--- src/rtl/alu_issue_pkg.sv ---
// alu_issue_pkg: shared types and constants for the ALU issue stage.
// Instruction word layout: {opcode[7:6], dst[5:4], src_a[3:2], src_b[1:0]}.
package alu_issue_pkg;

  localparam int REG_W   = 8;
  localparam int RF_AW   = 2;
  localparam int RF_N    = 1 << RF_AW;
  localparam int INSTR_W = 8;

  localparam logic [1:0] OP_ADD = 2'b00;
  localparam logic [1:0] OP_SUB = 2'b01;
  localparam logic [1:0] OP_AND = 2'b10;
  localparam logic [1:0] OP_OR  = 2'b11;

  localparam int OPC_LSB  = 6;
  localparam int DST_LSB  = 4;
  localparam int SRCA_LSB = 2;
  localparam int SRCB_LSB = 0;

  // One in-flight tracker entry: a result is coming back for register dst.
  typedef struct packed {
    logic             v;
    logic [RF_AW-1:0] dst;
  } slot_t;

  // Extract a 2-bit field starting at bit lsb of an instruction word.
  function automatic logic [RF_AW-1:0] instr_field(logic [INSTR_W-1:0] w, int lsb);
    return w[lsb +: RF_AW];
  endfunction

endpackage

--- src/rtl/alu_issue_unit_issue_fifo.sv ---
// issue_fifo: DEPTH-entry instruction queue with valid/ready push and an
// unconditional-when-non-empty pop. DEPTH must be a power of two >= 2 so
// the read/write pointers wrap naturally.
module issue_fifo #(
  parameter int DEPTH = 4,
  parameter int W     = 8
) (
  input  logic                   clk,
  input  logic                   rst_n,
  input  logic                   push_valid_i,
  output logic                   push_ready_o,
  input  logic [W-1:0]           push_data_i,
  input  logic                   pop_i,
  output logic [W-1:0]           head_o,
  output logic                   empty_o,
  output logic                   full_o,
  output logic [$clog2(DEPTH):0] count_o
);
  localparam int AW = $clog2(DEPTH);
  localparam int CW = AW + 1;

  logic [W-1:0]  mem_q [DEPTH];
  logic [AW-1:0] wr_ptr_q, rd_ptr_q;
  logic [CW-1:0] count_q;
  logic          do_push, do_pop;

  assign full_o       = (count_q == CW'(DEPTH));
  assign empty_o      = (count_q == '0);
  assign push_ready_o = ~full_o;
  assign head_o       = mem_q[rd_ptr_q];
  assign count_o      = count_q;
  assign do_push      = push_valid_i & ~full_o;
  assign do_pop       = pop_i & ~empty_o;

  // Storage write; entries are only read once the count says they are valid.
  // NOTE: the data array has no reset -- occupancy is tracked by the pointers,
  // so clearing payload flops would cost area and buy nothing.
  always_ff @(posedge clk) begin
    if (do_push) mem_q[wr_ptr_q] <= push_data_i;
  end

  // Pointer and occupancy bookkeeping.
  // NOTE: all sequential state uses non-blocking assignment so every flop
  // samples pre-edge values regardless of statement order.
  always_ff @(posedge clk or negedge rst_n) begin
    if (!rst_n) begin
      wr_ptr_q <= '0;
      rd_ptr_q <= '0;
      count_q  <= '0;
    end else begin
      if (do_push) wr_ptr_q <= wr_ptr_q + AW'(1);
      if (do_pop)  rd_ptr_q <= rd_ptr_q + AW'(1);
      case ({do_push, do_pop})
        2'b10:   count_q <= count_q + CW'(1);
        2'b01:   count_q <= count_q - CW'(1);
        default: count_q <= count_q;
      endcase
    end
  end

endmodule

--- src/rtl/alu_issue_unit.sv ---
// alu_issue_unit: in-order issue stage in front of pipelined_alu. Queues
// instruction words, reads operands from a 4x8 register file, stalls on
// read-after-write hazards against in-flight results and writes ALU results
// back at fixed latency.
// Optional build macro: ALU_ISSUE_WB_BYPASS_EN -- forwards the retiring
// ALU result straight into an issuing operand, saving one edge of spacing.
module alu_issue_unit
  import alu_issue_pkg::*;
#(
  parameter int DEPTH   = 4,
  parameter int ALU_LAT = 2
) (
  input  logic               clk,
  input  logic               rst_n,
  input  logic               instr_valid,
  output logic               instr_ready,
  input  logic [INSTR_W-1:0] instr_data,
  output logic [1:0]         alu_opcode,
  output logic [REG_W-1:0]   alu_operand_a,
  output logic [REG_W-1:0]   alu_operand_b,
  output logic               alu_issue_valid,
  input  logic [REG_W-1:0]   alu_result,
  input  logic               rf_wr_en,
  input  logic [RF_AW-1:0]   rf_wr_addr,
  input  logic [REG_W-1:0]   rf_wr_data,
  input  logic [RF_AW-1:0]   rf_rd_addr,
  output logic [REG_W-1:0]   rf_rd_data,
  output logic               busy
);
  localparam int NSLOT = ALU_LAT + 1;
  localparam int CW    = $clog2(DEPTH) + 1;
`ifdef ALU_ISSUE_WB_BYPASS_EN
  // The retiring slot is resolved by forwarding, so it never stalls issue.
  localparam int HZ_SLOTS = NSLOT - 1;
`else
  localparam int HZ_SLOTS = NSLOT;
`endif

  logic [REG_W-1:0]   rf_q [RF_N];
  slot_t              slot_q [NSLOT];
  slot_t              last_slot;

  logic [INSTR_W-1:0] head;
  logic               fifo_empty, fifo_full;
  logic [CW-1:0]      fifo_count;

  logic [1:0]         h_opc;
  logic [RF_AW-1:0]   h_dst, h_src_a, h_src_b;
  logic               hazard, inflight, issue;

  logic [1:0]         opcode_q,  opcode_d;
  logic [REG_W-1:0]   operand_a_q, operand_a_d;
  logic [REG_W-1:0]   operand_b_q, operand_b_d;
  logic               issue_valid_q, issue_valid_d;

  issue_fifo #(
    .DEPTH (DEPTH),
    .W     (INSTR_W)
  ) u_fifo (
    .clk          (clk),
    .rst_n        (rst_n),
    .push_valid_i (instr_valid),
    .push_ready_o (instr_ready),
    .push_data_i  (instr_data),
    .pop_i        (issue),
    .head_o       (head),
    .empty_o      (fifo_empty),
    .full_o       (fifo_full),
    .count_o      (fifo_count)
  );

  assign h_opc     = head[OPC_LSB +: 2];
  assign h_dst     = instr_field(head, DST_LSB);
  assign h_src_a   = instr_field(head, SRCA_LSB);
  assign h_src_b   = instr_field(head, SRCB_LSB);
  assign last_slot = slot_q[NSLOT-1];

  // Hazard scan of the head's sources against pending destinations, plus
  // an overall "anything in flight" flag for busy.
  // NOTE: every always_comb output gets a default first so no path leaves it
  // unassigned and no latch is inferred.
  always_comb begin
    hazard   = 1'b0;
    inflight = 1'b0;
    for (int i = 0; i < NSLOT; i++) begin
      if (slot_q[i].v) inflight = 1'b1;
      if (i < HZ_SLOTS && slot_q[i].v &&
          (slot_q[i].dst == h_src_a || slot_q[i].dst == h_src_b)) hazard = 1'b1;
    end
  end

  assign issue = ~fifo_empty & ~hazard;

  // Next ALU inputs: the head's operands on issue, an all-zero bubble otherwise.
  always_comb begin
    opcode_d      = '0;
    operand_a_d   = '0;
    operand_b_d   = '0;
    issue_valid_d = 1'b0;
    if (issue) begin
      opcode_d      = h_opc;
      operand_a_d   = rf_q[h_src_a];
      operand_b_d   = rf_q[h_src_b];
      issue_valid_d = 1'b1;
`ifdef ALU_ISSUE_WB_BYPASS_EN
      if (last_slot.v && last_slot.dst == h_src_a) operand_a_d = alu_result;
      if (last_slot.v && last_slot.dst == h_src_b) operand_b_d = alu_result;
`endif
    end
  end

  // ALU-facing issue registers.
  always_ff @(posedge clk or negedge rst_n) begin
    if (!rst_n) begin
      opcode_q      <= '0;
      operand_a_q   <= '0;
      operand_b_q   <= '0;
      issue_valid_q <= 1'b0;
    end else begin
      opcode_q      <= opcode_d;
      operand_a_q   <= operand_a_d;
      operand_b_q   <= operand_b_d;
      issue_valid_q <= issue_valid_d;
    end
  end

  // In-flight tracker: slot0 takes the issuing dst, older entries shift on.
  always_ff @(posedge clk or negedge rst_n) begin
    if (!rst_n) begin
      for (int i = 0; i < NSLOT; i++) slot_q[i] <= '0;
    end else begin
      slot_q[0] <= issue ? slot_t'{v: 1'b1, dst: h_dst} : '0;
      for (int i = 1; i < NSLOT; i++) slot_q[i] <= slot_q[i-1];
    end
  end

  // Register file: retiring writeback has priority over a host write to the
  // same register; different registers both update on the same edge.
  always_ff @(posedge clk or negedge rst_n) begin
    if (!rst_n) begin
      for (int i = 0; i < RF_N; i++) rf_q[i] <= '0;
    end else begin
      for (int i = 0; i < RF_N; i++) begin
        if (last_slot.v && last_slot.dst == RF_AW'(i)) rf_q[i] <= alu_result;
        else if (rf_wr_en && rf_wr_addr == RF_AW'(i))  rf_q[i] <= rf_wr_data;
      end
    end
  end

  assign alu_opcode      = opcode_q;
  assign alu_operand_a   = operand_a_q;
  assign alu_operand_b   = operand_b_q;
  assign alu_issue_valid = issue_valid_q;
  assign rf_rd_data      = rf_q[rf_rd_addr];
  assign busy            = (fifo_count != '0) | inflight;

  // Queue-full status is carried by instr_ready from the FIFO itself.
  logic unused_full;
  assign unused_full = fifo_full;

endmodule

--- config.mk ---
export PLATFORM = sky130hd
export DESIGN_NAME = alu_issue_unit
export DESIGN_NICKNAME = d
export VERILOG_FILES = /design/src/rtl/alu_issue_pkg.sv /design/src/rtl/alu_issue_unit_issue_fifo.sv /design/src/rtl/alu_issue_unit.sv
export SDC_FILE = /design/constraint.sdc
export NUM_CORES = 1
export LEC_CHECK = 0
export BUFFER_PORTS_ARGS = -buffer_cell sky130_fd_sc_hd__buf_4
export CORE_ASPECT_RATIO = 0.7
export CORE_MARGIN = 3
export CORE_UTILIZATION = 51
export CTS_CLUSTER_SIZE = 16
export DETAILED_ROUTE_END_ITERATION = 7
export HOLD_SLACK_MARGIN = 0.03
export PLACE_DENSITY = 0.71
export REMOVE_ABC_BUFFERS = 1
export SLEW_MARGIN = 5
export SYNTH_ARGS = -nofsm -noshare
export SYNTH_HDL_FRONTEND = slang
export SYNTH_SLANG_ARGS = --single-unit
--- constraint.sdc ---
create_clock -name clk -period 2.8 [get_ports clk]
set_input_delay 0.14 -clock clk [delete_from_list [all_inputs] [get_ports clk]]
set_output_delay 0.14 -clock clk [all_outputs]
set_load 0.1 [all_outputs]
==> flow_metrics.tcl <==
set metrics [dict create \
    fmax_ghz 0.354 \
    path_cells "mux4_2, buf_4, xor2_1, o22ai_1, and2_4, nor3_4, ha_2, fa_1, mux2_2" \
    drt_iter0_drc 192 \
    cts.reportedPaths.clkPinSlew_ps 60 \
    grt_overflow_total 0 \
    dieHeight_um 86.0 \
    r2r_start "u_fifo.rd_ptr_q[0]$_DFFE_PN0P_" \
    grt_first_pass_wirelength_mm 16.9 \
    final_cell_area_um2 5790 \
    finalHoldViolations 0 \
    pin_count 61 \
    netlist_top_cells_area "dfrtp_1, edfxtp_1, mux4_2" \
    cts_tree "built" \
    syn_inst 323 \
    ys_warn_count 0 \
    period_needed_ps 2830 \
    synthFlopType "dfrtp_1" \
    synth_edf_count 32 \
    fp-row-count 28 \
    end_kind "flop" \
    async_flop_share_pct 67.3 \
    dp_slack_ps -168 \
    drc 0 \
    vias_per_cell 5.58 \
    synthesis.area_um2 4660 \
    slowest_delay_ps 580 \
    grt_pass1_vias 3189 \
    setup_ws_ps -27.4 \
    path_class "flop to flop" \
    drt_first_pass_iters 4 \
    wl_mm 10.3 \
    antenna_left 0 \
    grt_start_max_net_pins 67 \
    numPortBuffers 60 \
    fin_skew_ps 3.91 \
    drive_gt1_share_pct 32.5 \
    numCtsBuffers 9 \
    yosysSeqAreaShare_pct 56.0 \
    rsz0062_at_grt "true" \
    fin_crit_sh_pct 101 \
    post_drt_wl_per_cell_um 19.1 \
    layout_common_cells "buf_4, dfrtp_1, nand2_1" \
    die_w_um 120 \
    r2r_cells 9 \
    regToRegSetupSlack_ps -30 \
    ys_seq_elements 98 \
    holdPathEnd "rf_q[9]$_DFFE_PN0P_" \
    worst_ep_arrival_time_ps 3050 \
    antenna_cells 0 \
    drv_slew 0 \
    synth_top_cell_area_share_pct 35.4 \
    die_area_um2 10300 \
    area_growth_pct 24.2 \
    final_common_cell "buf_4" \
    finalHoldWorstSlack_ps 41.2 \
    initial_core_util_pct 53.7 \
    holdPathStages 3 \
    clk_path_buf_depth 2 \
    cts.sinks 98 \
    antenna_found_initial 0 \
    hold_path.class "input port to flop" \
    dp_hpwl_mm 7.04 \
    drv_cap 0 \
    worstMarginPinSlew_ps 824 \
    routed-via-count 3002 \
    core_um2 8690 \
    place_area_um2 5290 \
    grt_usage_pct 21.7 \
    synth_area_per_cell_um2 14.4 \
    fin_util_pct 66.7 \
    routabilityCongestion 0.800 \
    start_kind "flop" \
    root_buffer "clkbuf_16" \
    synth_top_cell_by_area "dfrtp_1" \
    cp_max_fo 6 \
    synth_cell_types 31 \
    violations "setup timing" \
    finalSetupViolCount 2 \
    cp.required_ps 3020 \
    status "complete, but fails checks" \
    final_net_count 451 \
    max-slew-margin-rel_pct 45.0 \
    cp_slowest_cell "mux4_2" \
    htree_levels 3 \
    reg2reg_to "u_fifo.count_o[1]$_DFFE_PN0P_" \
    clock_latency_ps 340 \
    min_from "alu_result[1]" \
]
[how the worst max path moves through the flow]
stage          slack (ps)  depth (start not counted)                             to                            from
2_1_floorplan        -500                          8  u_fifo.count_o[1]$_DFFE_PN0P_  u_fifo.rd_ptr_q[0]$_DFFE_PN0P_
3_3_place_gp          -70                          8  u_fifo.count_o[1]$_DFFE_PN0P_  u_fifo.rd_ptr_q[0]$_DFFE_PN0P_
3_5_place_dp         -170                          8  u_fifo.count_o[1]$_DFFE_PN0P_  u_fifo.rd_ptr_q[0]$_DFFE_PN0P_
4_1_cts               -50                          8  u_fifo.count_o[1]$_DFFE_PN0P_  u_fifo.rd_ptr_q[0]$_DFFE_PN0P_
5_1_grt              -160                          8  u_fifo.count_o[1]$_DFFE_PN0P_  u_fifo.rd_ptr_q[0]$_DFFE_PN0P_
6_report              -30                          9  u_fifo.count_o[1]$_DFFE_PN0P_  u_fifo.rd_ptr_q[0]$_DFFE_PN0P_
[cell families after synthesis]
| family | share of synthesized area (%) |
|---|---|
| flops | 56.0 |
| fa+ha+maj | 1.77 |
| compound gates | 4.16 |
| buf+inv | 2.84 |
| simple gates | 8.53 |
| mux | 23.3 |
| xor+xnor | 3.38 |
[registers in the layout, indices dropped and copies added, names as in the netlist]
register and cells:
alu_issue_valid 1, alu_opcode 2, alu_operand_a 8, alu_operand_b 8, last_slot 3, rf_q 32, slot_q 5, u_fifo.count_o 3
u_fifo.mem_q 32, u_fifo.rd_ptr_q 2, u_fifo.wr_ptr_q 2
[worst max-delay path, delay by kind of cell (launching register included)]
family,cells,cell delay [ps]
AOI/OAI and AO/OA,1,120
adders and majority gates,2,640
xor gates and xnor gates,1,150
buffers and inverters,1,170
and+or+nand+nor,2,330
muxes,2,850
DFF,1,450
[what timing repair did]
item / in CTS / in global routing
setup endpoints to repair: 2 / 2
hold buffers: 10 / 0
hold endpoints to repair: 99 / 0
resized for setup: 3 / 0
pin swaps: 4 / 3
setup buffers: 7 / 2
[per-stage QoR]
stage | setup TNS, ps | instances
after floorplan | -855 | 304
after global placement | -73.0 | 503
after detailed placement | -238 | 503
after CTS | -52.1 | 536
after global routing | -326 | 538
final | -52.6 | 538
[layer usage]
metal | track usage, % | up-vias | share of wire [%]
li1 | - | 1369 | -
met1 | 29.1 | 1521 | 42
met2 | 34.6 | 96 | 49
met3 | 6.33 | 16 | 7.0
met4 | 6.89 | 0 | 1.6
met5 | 0 | - | 0
[synthesized netlist by cell type (2+ instances only)]
cell / number
mux4_1: 6
xnor2_1: 4
nand3b_1: 2
buf_6: 5
xor2_1: 14
nor2_1: 3
and3_1: 5
o22ai_1: 3
o21ai_0: 33
ha_1: 5
nor3b_1: 2
nand2_1: 36
mux2i_1: 32
clkbuf_1: 9
buf_1: 2
mux4_2: 21
nor3_1: 2
mux4_4: 5
dfrtp_1: 66
buf_4: 2
and2_1: 22
edfxtp_1: 32
inv_1: 4
[area by class of cell]
cell class	instances	area, µm²
inverters	4	15.0
flip-flops and latches	98	2610
clock buffers	11	253
clock inverters	5	76.3
well taps	120	150
multi-input cells	202	1920
repair buffers	98	761
fillers	662	2900
Power is left out: the tool's default activity adds up to more than one toggle a clock period on the data nets, which glitch-free logic cannot reach.
